===== config.mk =====
export PLATFORM = sky130hd
export DESIGN_NAME = s64x7_bus_arbiter
export DESIGN_NICKNAME = d
export VERILOG_FILES = /design/src/rtl/s64x7_bus_pkg.sv /design/src/rtl/s64x7_bus_watchdog.sv /design/src/rtl/s64x7_bus_arbiter.sv
export SDC_FILE = /design/constraint.sdc
export NUM_CORES = 1
export LEC_CHECK = 0
export ABC_AREA = 0
export BUFFER_PORTS_ARGS = -buffer_cell sky130_fd_sc_hd__buf_2
export CELL_PAD_IN_SITES_DETAIL_PLACEMENT = 1
export CELL_PAD_IN_SITES_GLOBAL_PLACEMENT = 2
export CORE_AREA = 5 5 206 208
export DETAILED_ROUTE_END_ITERATION = 10
export DIE_AREA = 0 0 211 213
export PLACE_DENSITY = 0.75
export SETUP_SLACK_MARGIN = 0.3
export SLEW_MARGIN = 5
export SYNTH_ARGS = -nofsm -noshare
export SYNTH_HDL_FRONTEND = slang
export SYNTH_SLANG_ARGS = --single-unit

===== constraint.sdc =====
create_clock -name clk_i -period 2.2 [get_ports clk_i]
set_clock_uncertainty 0.15 [all_clocks]
set_input_delay 0.22 -clock clk_i [delete_from_list [all_inputs] [get_ports clk_i]]
set_output_delay 0.22 -clock clk_i [all_outputs]
set_load 0.005 [all_outputs]

===== src/rtl/s64x7_bus_pkg.sv =====
// Shared definitions for the S64X7 two-master bus arbiter: state encoding,
// master identifiers and bus field widths.
package s64x7_bus_pkg;

    localparam int ADR_W = 61;
    localparam int DAT_W = 64;
    localparam int SEL_W = 8;

    typedef enum logic [1:0] {
        ARB_IDLE = 2'd0,
        ARB_GNT0 = 2'd1,
        ARB_GNT1 = 2'd2
    } arb_state_t;

    typedef logic master_id_t;

    localparam master_id_t M0 = 1'b0;
    localparam master_id_t M1 = 1'b1;

    function automatic arb_state_t grant_state(input master_id_t id);
        return (id == M0) ? ARB_GNT0 : ARB_GNT1;
    endfunction

endpackage


===== src/rtl/s64x7_bus_watchdog.sv =====
// Ack watchdog: counts strobe cycles without ack and flags a one-cycle
// timeout when the wait reaches TIMEOUT_CYCLES.
module s64x7_bus_watchdog #(
    parameter int unsigned TIMEOUT_CYCLES = 255
) (
    input  logic clk_i,
    input  logic reset_ni,
    input  logic stb,
    input  logic ack,
    input  logic clr,
    output logic timeout_o
);

    localparam int CNT_W = $clog2(TIMEOUT_CYCLES + 1);
    localparam logic [CNT_W-1:0] LAST_WAIT = CNT_W'(TIMEOUT_CYCLES - 1);

    logic [CNT_W-1:0] count;

    // Ack in the terminal cycle suppresses the timeout.
    assign timeout_o = stb && !ack && (count == LAST_WAIT);

    always_ff @(posedge clk_i or negedge reset_ni) begin
        if (!reset_ni) begin
            count <= '0;
        end else if (clr || !stb || ack || timeout_o) begin
            count <= '0;
        end else begin
            count <= count + CNT_W'(1);
        end
    end

endmodule


===== src/rtl/s64x7_bus_arbiter.sv =====
// Two-master arbiter for the S64X7 memory bus with registered grant,
// whole-cycle lock, configurable tie-break and an ack watchdog.
//
//   state    | meaning
//   ---------+------------------------------------------------
//   ARB_IDLE | no master owns the bus, slave controls held 0
//   ARB_GNT0 | m0 (core) owns the bus until it drops cyc
//   ARB_GNT1 | m1 (secondary) owns the bus until it drops cyc
module s64x7_bus_arbiter
    import s64x7_bus_pkg::*;
#(
    parameter bit          FIXED_PRIORITY = 1'b0,
    parameter int unsigned TIMEOUT_CYCLES = 255
) (
    input  logic             clk_i,
    input  logic             reset_ni,

    input  logic             m0_cyc_i,
    input  logic             m0_stb_i,
    input  logic             m0_we_i,
    input  logic             m0_vpa_i,
    input  logic [SEL_W-1:0] m0_sel_i,
    input  logic [ADR_W-1:0] m0_adr_i,
    input  logic [DAT_W-1:0] m0_dat_i,
    output logic             m0_ack_o,
    output logic             m0_err_o,

    input  logic             m1_cyc_i,
    input  logic             m1_stb_i,
    input  logic             m1_we_i,
    input  logic [SEL_W-1:0] m1_sel_i,
    input  logic [ADR_W-1:0] m1_adr_i,
    input  logic [DAT_W-1:0] m1_dat_i,
    output logic             m1_ack_o,
    output logic             m1_err_o,

    output logic [DAT_W-1:0] dat_o,

    output logic             s_cyc_o,
    output logic             s_stb_o,
    output logic             s_we_o,
    output logic             s_vpa_o,
    output logic [SEL_W-1:0] s_sel_o,
    output logic [ADR_W-1:0] s_adr_o,
    output logic [DAT_W-1:0] s_dat_o,
    input  logic             s_ack_i,
    input  logic [DAT_W-1:0] s_dat_i
);

    arb_state_t state, state_next;
    master_id_t last_grant, last_grant_next;
    logic       timeout;

    always_ff @(posedge clk_i or negedge reset_ni) begin
        if (!reset_ni) begin
            state      <= ARB_IDLE;
            last_grant <= M1;
        end else begin
            state      <= state_next;
            last_grant <= last_grant_next;
        end
    end

    always_comb begin
        state_next      = state;
        last_grant_next = last_grant;
        case (state)
            ARB_IDLE: begin
                if (m0_cyc_i && m1_cyc_i) begin
                    state_next = (FIXED_PRIORITY || last_grant == M1) ? ARB_GNT0 : ARB_GNT1;
                end else if (m0_cyc_i) begin
                    state_next = ARB_GNT0;
                end else if (m1_cyc_i) begin
                    state_next = ARB_GNT1;
                end
            end
            ARB_GNT0: begin
                if (!m0_cyc_i) begin
                    state_next = m1_cyc_i ? ARB_GNT1 : ARB_IDLE;
                end
            end
            ARB_GNT1: begin
                if (!m1_cyc_i) begin
                    state_next = m0_cyc_i ? ARB_GNT0 : ARB_IDLE;
                end
            end
            default: state_next = ARB_IDLE;
        endcase
        if (state_next == grant_state(M0)) begin
            last_grant_next = M0;
        end else if (state_next == grant_state(M1)) begin
            last_grant_next = M1;
        end
    end

    // Slave side follows the owner combinationally so a dropped cyc is seen immediately.
    always_comb begin
        s_cyc_o  = 1'b0;
        s_stb_o  = 1'b0;
        s_we_o   = 1'b0;
        s_vpa_o  = 1'b0;
        s_sel_o  = '0;
        s_adr_o  = '0;
        s_dat_o  = '0;
        m0_ack_o = 1'b0;
        m0_err_o = 1'b0;
        m1_ack_o = 1'b0;
        m1_err_o = 1'b0;
        case (state)
            ARB_GNT0: begin
                s_cyc_o  = m0_cyc_i;
                s_stb_o  = m0_stb_i;
                s_we_o   = m0_we_i;
                s_vpa_o  = m0_vpa_i;
                s_sel_o  = m0_sel_i;
                s_adr_o  = m0_adr_i;
                s_dat_o  = m0_dat_i;
                m0_ack_o = s_ack_i;
                m0_err_o = timeout;
            end
            ARB_GNT1: begin
                s_cyc_o  = m1_cyc_i;
                s_stb_o  = m1_stb_i;
                s_we_o   = m1_we_i;
                s_sel_o  = m1_sel_i;
                s_adr_o  = m1_adr_i;
                s_dat_o  = m1_dat_i;
                m1_ack_o = s_ack_i;
                m1_err_o = timeout;
            end
            default: ;
        endcase
    end

    assign dat_o = s_dat_i;

    s64x7_bus_watchdog #(
        .TIMEOUT_CYCLES(TIMEOUT_CYCLES)
    ) u_watchdog (
        .clk_i    (clk_i),
        .reset_ni (reset_ni),
        .stb      (s_stb_o),
        .ack      (s_ack_i),
        .clr      (state_next != state),
        .timeout_o(timeout)
    );

endmodule

Word-level counts from Yosys, hierarchy flattened. Index checks and enable logic that the tools add are counted.

Logic and storage cells: 43. Flip-flop bits (word level): 11. Input bits: 340.

Equal/unequal tests: 6. Reductions and logical operators: 10. Muxes and demuxes: 23. Add/sub/neg operators: 1.

Operators with widths (number): one-hot mux 64 bit (2 select lines) (1); one-hot mux 61 bit (2 select lines) (1); one-hot mux 8 bit (2 select lines) (1); two-way mux 2 bit (7); adder 8 x 1 -> 8 bit, second input constant (1); equality test 8 bit, second input constant (1); two-way mux 1 bit (8); two-way mux 8 bit (1); one-hot mux 1 bit (2 select lines) (3); one-hot mux 2 bit (3 select lines) (1); equality test 2 x 1 -> 1 bit, second input constant (2); equality test 2 bit, second input constant (2); logical AND 1 bit (3); logical OR 1 bit (3); logical NOT 1 bit (2); logical NOT 2 bit (1); inequality test 2 bit (1); nonzero test 2 bit (1).

Depth between registers and ports, before layout.
Depth after elaboration: 9. Gate-level depth with buffers: 11.

By module. Synthesis repeated with hierarchy kept, for this count alone.

Cells, all modules: 470. Area total of the unflattened synthesis: 3331.9 µm².

Modules (own cells, without submodules): s64x7_bus_arbiter (cells each 427, area an instance 2900.3 µm², instances 1); s64x7_bus_watchdog (cells each 43, area an instance 431.7 µm², instances 1).

Worst setup path before layout. Ideal clock, no wire load.

Path kind: reg2reg. Start point: register state[1]. End point: register last_grant. Clock period less this slack: 2.330 ns. Setup slack: -0.130 ns. Cell stages (with the launch flop): 10. Library setup time: 0.079 ns. Arrival: 2.101 ns. Cell sequence: dfrtp_1 -> inv_1 -> ha_1 -> buf_4 -> clkbuf_1 -> clkbuf_1 -> nand3_1 -> a31o_2 -> ha_1 -> o21ai_0.

Cells in the longest elaborated chain, start to end: 6. Elaborated cells on any way between the ends: 13.

Ends and longest elaborated chain: from (decl) (line s64x7_bus_arbiter.sv:50) `arb_state_t state, state_next;`; from (signal assigned) (line s64x7_bus_arbiter.sv:59) `state <= state_next;`; two-way mux 2 bit (line s64x7_bus_arbiter.sv:73) `end else if (m1_cyc_i) begin`; two-way mux 2 bit (line s64x7_bus_arbiter.sv:71) `end else if (m0_cyc_i) begin`; two-way mux 2 bit (line s64x7_bus_arbiter.sv:69) `if (m0_cyc_i && m1_cyc_i) begin`; one-hot mux 2 bit (3 select lines) (*) (line s64x7_bus_arbiter.sv:67) `case (state)`; equality test 2 x 1 -> 1 bit / equality test 2 bit (equally long branches) (line s64x7_bus_arbiter.sv:89, s64x7_bus_arbiter.sv:91); two-way mux 1 bit / nonzero test 2 bit (equally long branches); to (signal assigned) (line s64x7_bus_arbiter.sv:60) `last_grant <= last_grant_next;`; to (decl) (line s64x7_bus_arbiter.sv:51) `master_id_t last_grant, last_grant_next;`.

Every way passes the cells marked *; elsewhere a longest branch is shown, timed or not. A chain may end at the register's enable or synchronous reset.

Worst setup path in the final report.
Start point: register state[0]. End point: register u_watchdog.count[7].

Cells in the longest elaborated chain, start to end: 9. Elaborated cells on any way between the ends: 18.

Ends and longest elaborated chain: two-way mux 2 bit (line s64x7_bus_arbiter.sv:73); two-way mux 2 bit (line s64x7_bus_arbiter.sv:71); two-way mux 2 bit (line s64x7_bus_arbiter.sv:69); one-hot mux 2 bit (3 select lines) (line s64x7_bus_arbiter.sv:67); inequality test 2 bit (line s64x7_bus_arbiter.sv:144) `.clr (state_next != state),`; logical OR 1 bit (2 in a row) (line s64x7_bus_watchdog.sv:25) `end else if (clr || !stb || ack || timeout_o) begin`; logical OR 1 bit (*) (line s64x7_bus_watchdog.sv:25); two-way mux 8 bit (*) (line s64x7_bus_watchdog.sv:25); to (signal assigned) (line s64x7_bus_watchdog.sv:28) `count <= count + CNT_W'(1);`; to (decl) (line s64x7_bus_watchdog.sv:17) `logic [CNT_W-1:0] count;`.

Marked as above.

==> results.toml <==
[synthesis]
synth_top_flop_cell = "dfrtp_1"
synth-edff-count = 0
synth.distinct_cells = 34
ys_ff_latch = 11
synth_seq_area_share = 0.0830
synth_area_um2 = 3330
async_flop_share = 1.00
syn_area_per_cell_um2 = 7.07
ys.warnings.count = 0
synthCells = 471
syn_nets = 818

[routing]
drt_iter0_markers = 183
wl_per_cell_um = 21.7
dr.pass1.iters = 4
route.detailed.drc = 0
ant_nets = 0
vias = 5469
vias_per_cell = 3.92
wl_um = 30300

[sta]
finalSetupViolCount = 6
finalMaxSlewViolations = 0
period_needed_ns = 2.22
hold_viol = 0
min_period_over_period = 1.01
slew_headroom = 0.646
max_slew.worst_pin.slew_ns = 0.518
fmax_ghz = 0.451
worst_slack_ns = -0.0186
rsz0062_at_grt = "true"

[clock_tree]
clk_latency_ns = 0.25
cts_buffer_depth = 2
cts_made_buffers = 3
cts_htree_levels = 1
cts_root_buffer = "clkbuf_16"
path_clk_slew_ns = 0.05
clock_sinks = 11
cts_tree = "built"

[floorplan]
dieArea_um2 = 44900
rows = 74
initial_utilization = 0.0825
die_width_um = 211
num_io_pins = 545
die_h_um = 213
core_area_um2 = 40400

[critical_path]
required_ns = 2.20
r2r-start = "state[0]$_DFF_PN0_"
crit_path_end_kind = "register"
path_class = "reg -> reg"
reg2reg_to = "u_watchdog.count[7]$_DFF_PN0_"
cp_max_fo = 8
arrival_ns = 2.22
ff2ff_path_depth = 6
r2r_slack_ns = -0.02
worstSetupStartpointType = "register"

[place]
place_hpwl_um = 16700
placedCellCount = 1322
io_buffers = 416
routabilityCongestion = 0.828

[pwr]
leakage_nw = 3.60
peakVddDrop_v = 0.000490
p_per_area_nw_per_um2 = 1290

[global_routing]
grt_pass1_vias = 5590
grt_usage = 0.0996
antenna_found_initial = 2
grt_pass1_wl_um = 34400
grt_start_max_net_pins = 70
overflow = 0

[min_path]
min_path_type = "in -> async"

[run]
maxCapViolCount = 0

[final_layout]
final_cells = 1395
synthToLayoutAreaGrowth_pct = 146
fin_util = 0.203
nets = 1210
drive_above_1_share = 0.785
fillCellCount = 4858

[outcome]
status = "complete, but fails checks"
violations = "setup timing"
## how the worst max path moves through the flow
stage	start	to	slack (ns)
final	state[0]$_DFF_PN0_	u_watchdog.count[7]$_DFF_PN0_	-0.02
after CTS	state[0]$_DFF_PN0_	u_watchdog.count[2]$_DFF_PN0_	0.02
after global routing	state[0]$_DFF_PN0_	m0_err_o	-0.08
after floorplan	state[1]$_DFF_PN0_	last_grant$_DFFE_PN1P_	0.12
after detailed placement	state[0]$_DFF_PN0_	u_watchdog.count[5]$_DFF_PN0_	-0.14
after global placement	state[0]$_DFF_PN0_	u_watchdog.count[3]$_DFF_PN0_	-0.009
## worst max-delay path, stage by stage (launching register included)
cell and delay [ns]:
dfrtp_1 0.41, inv_2 0.13, ha_4 0.21, a22oi_2 0.11
nor3b_2 0.22, or4b_4 0.62, nor4_2 0.27
## cells by family (layout without fill, tap and decap cells)
family | Yosys count | in the layout | synth area share
adder cells (fa/ha/maj) | 7 | 7 | 0.0263
AND/OR/NAND/NOR | 176 | 176 | 0.323
flip-flops | 11 | 11 | 0.0830
buffers and inverters | 118 | 509 | 0.208
AO/OA/AOI/OAI | 153 | 153 | 0.343
other | 0 | 1 | 0
XOR/XNOR | 6 | 6 | 0.0158
## cells in the final DEF (no fill, tap or decap), types with 3 or more instances in the layout
| master | count |
|---|---|
| a22oi_1 | 49 |
| a22oi_2 | 86 |
| and2_1 | 4 |
| and3_1 | 3 |
| buf_12 | 15 |
| buf_16 | 25 |
| buf_2 | 411 |
| buf_4 | 18 |
| buf_6 | 15 |
| clkbuf_16 | 16 |
| dfrtp_1 | 10 |
| ha_4 | 4 |
| inv_1 | 3 |
| nand2_1 | 5 |
| nand3_1 | 6 |
| nor2_1 | 4 |
| nor2b_1 | 79 |
| nor2b_2 | 8 |
| nor2b_4 | 49 |
| nor4_4 | 6 |
| o21ai_2 | 3 |
| xnor2_1 | 3 |
| xor2_1 | 3 |
## Yosys cell counts, types with 2 or more instances
library cell | n | area (um2)
nand2_1 | 7 | 26.3
nand3_1 | 6 | 30.0
o21ai_0 | 7 | 35.0
xnor2_1 | 3 | 26.3
dfrtp_1 | 10 | 250
a21boi_0 | 2 | 15.0
buf_4 | 66 | 495
buf_2 | 2 | 10.0
xor2_1 | 3 | 26.3
clkbuf_1 | 45 | 169
ha_1 | 7 | 87.6
nor2b_1 | 136 | 851
nand2b_1 | 2 | 12.5
and3_1 | 3 | 18.8
inv_1 | 5 | 18.8
and2_1 | 4 | 25.0
a22oi_1 | 134 | 1010
nor2_1 | 5 | 18.8
o32ai_1 | 2 | 17.5
nor4_1 | 8 | 50.1
## through the flow
stage	setup TNS, ns	total power, mW	hold WS, ns	area [um2]	setup WS, ns
after global placement	-0.0282	4.52	-0.0484	5640	-0.00885
after global routing	-2.92	11.2	0.290	8180	-0.0809
after CTS	0	7.61	0.244	6720	0.0233
after detailed placement	-0.864	4.59	-0.0414	5640	-0.144
final	-0.0543	10.6	0.265	8190	-0.0186
after floorplan	0	2.95	-0.226	3380	0.120
## layer usage
| metal | wire length, um | track usage | vias up | part of all wire |
|---|---|---|---|---|
| li1 | - | - | 2434 | - |
| met1 | 10900 | 0.115 | 2628 | 0.36 |
| met2 | 15200 | 0.179 | 339 | 0.50 |
| met3 | 2580 | 0.0250 | 66 | 0.085 |
| met4 | 1560 | 0.0351 | 2 | 0.051 |
| met5 | 20 | 0 | - | 0.00066 |
## power by group
part           total [mW]  switching [mW]  internal [mW]
clock network       0.338          0.0946          0.244
registers           0.270          0.0316          0.238
logic                9.98            4.46           5.52
total                10.6            4.58           6.01
## area by class of cell
type | count | area [um2] | area share
inverters | 5 | 18.8 | 0.00229
multi-input cells | 342 | 3410 | 0.417
well taps | 532 | 666 | 0.0813
clock buffers | 4 | 78.8 | 0.00963
flip-flops and latches | 11 | 277 | 0.0338
diodes | 1 | 2.50 | 0.000306
repair buffers | 500 | 3730 | 0.456
## state kept, by name (all words and copies together), names as in the netlist
register	count
last_grant	1
state	2
u_watchdog.count	8
## repair_timing
action                     4_1_cts  5_1_grt
resized for setup               67      175
hold buffers                     1        0
gates cloned                    19       22
buffers inserted                16       10
hold endpoints to repair        11        0
setup endpoints to repair      150      151
pin swaps                       10       24
(Power assumes the default switching activity.)
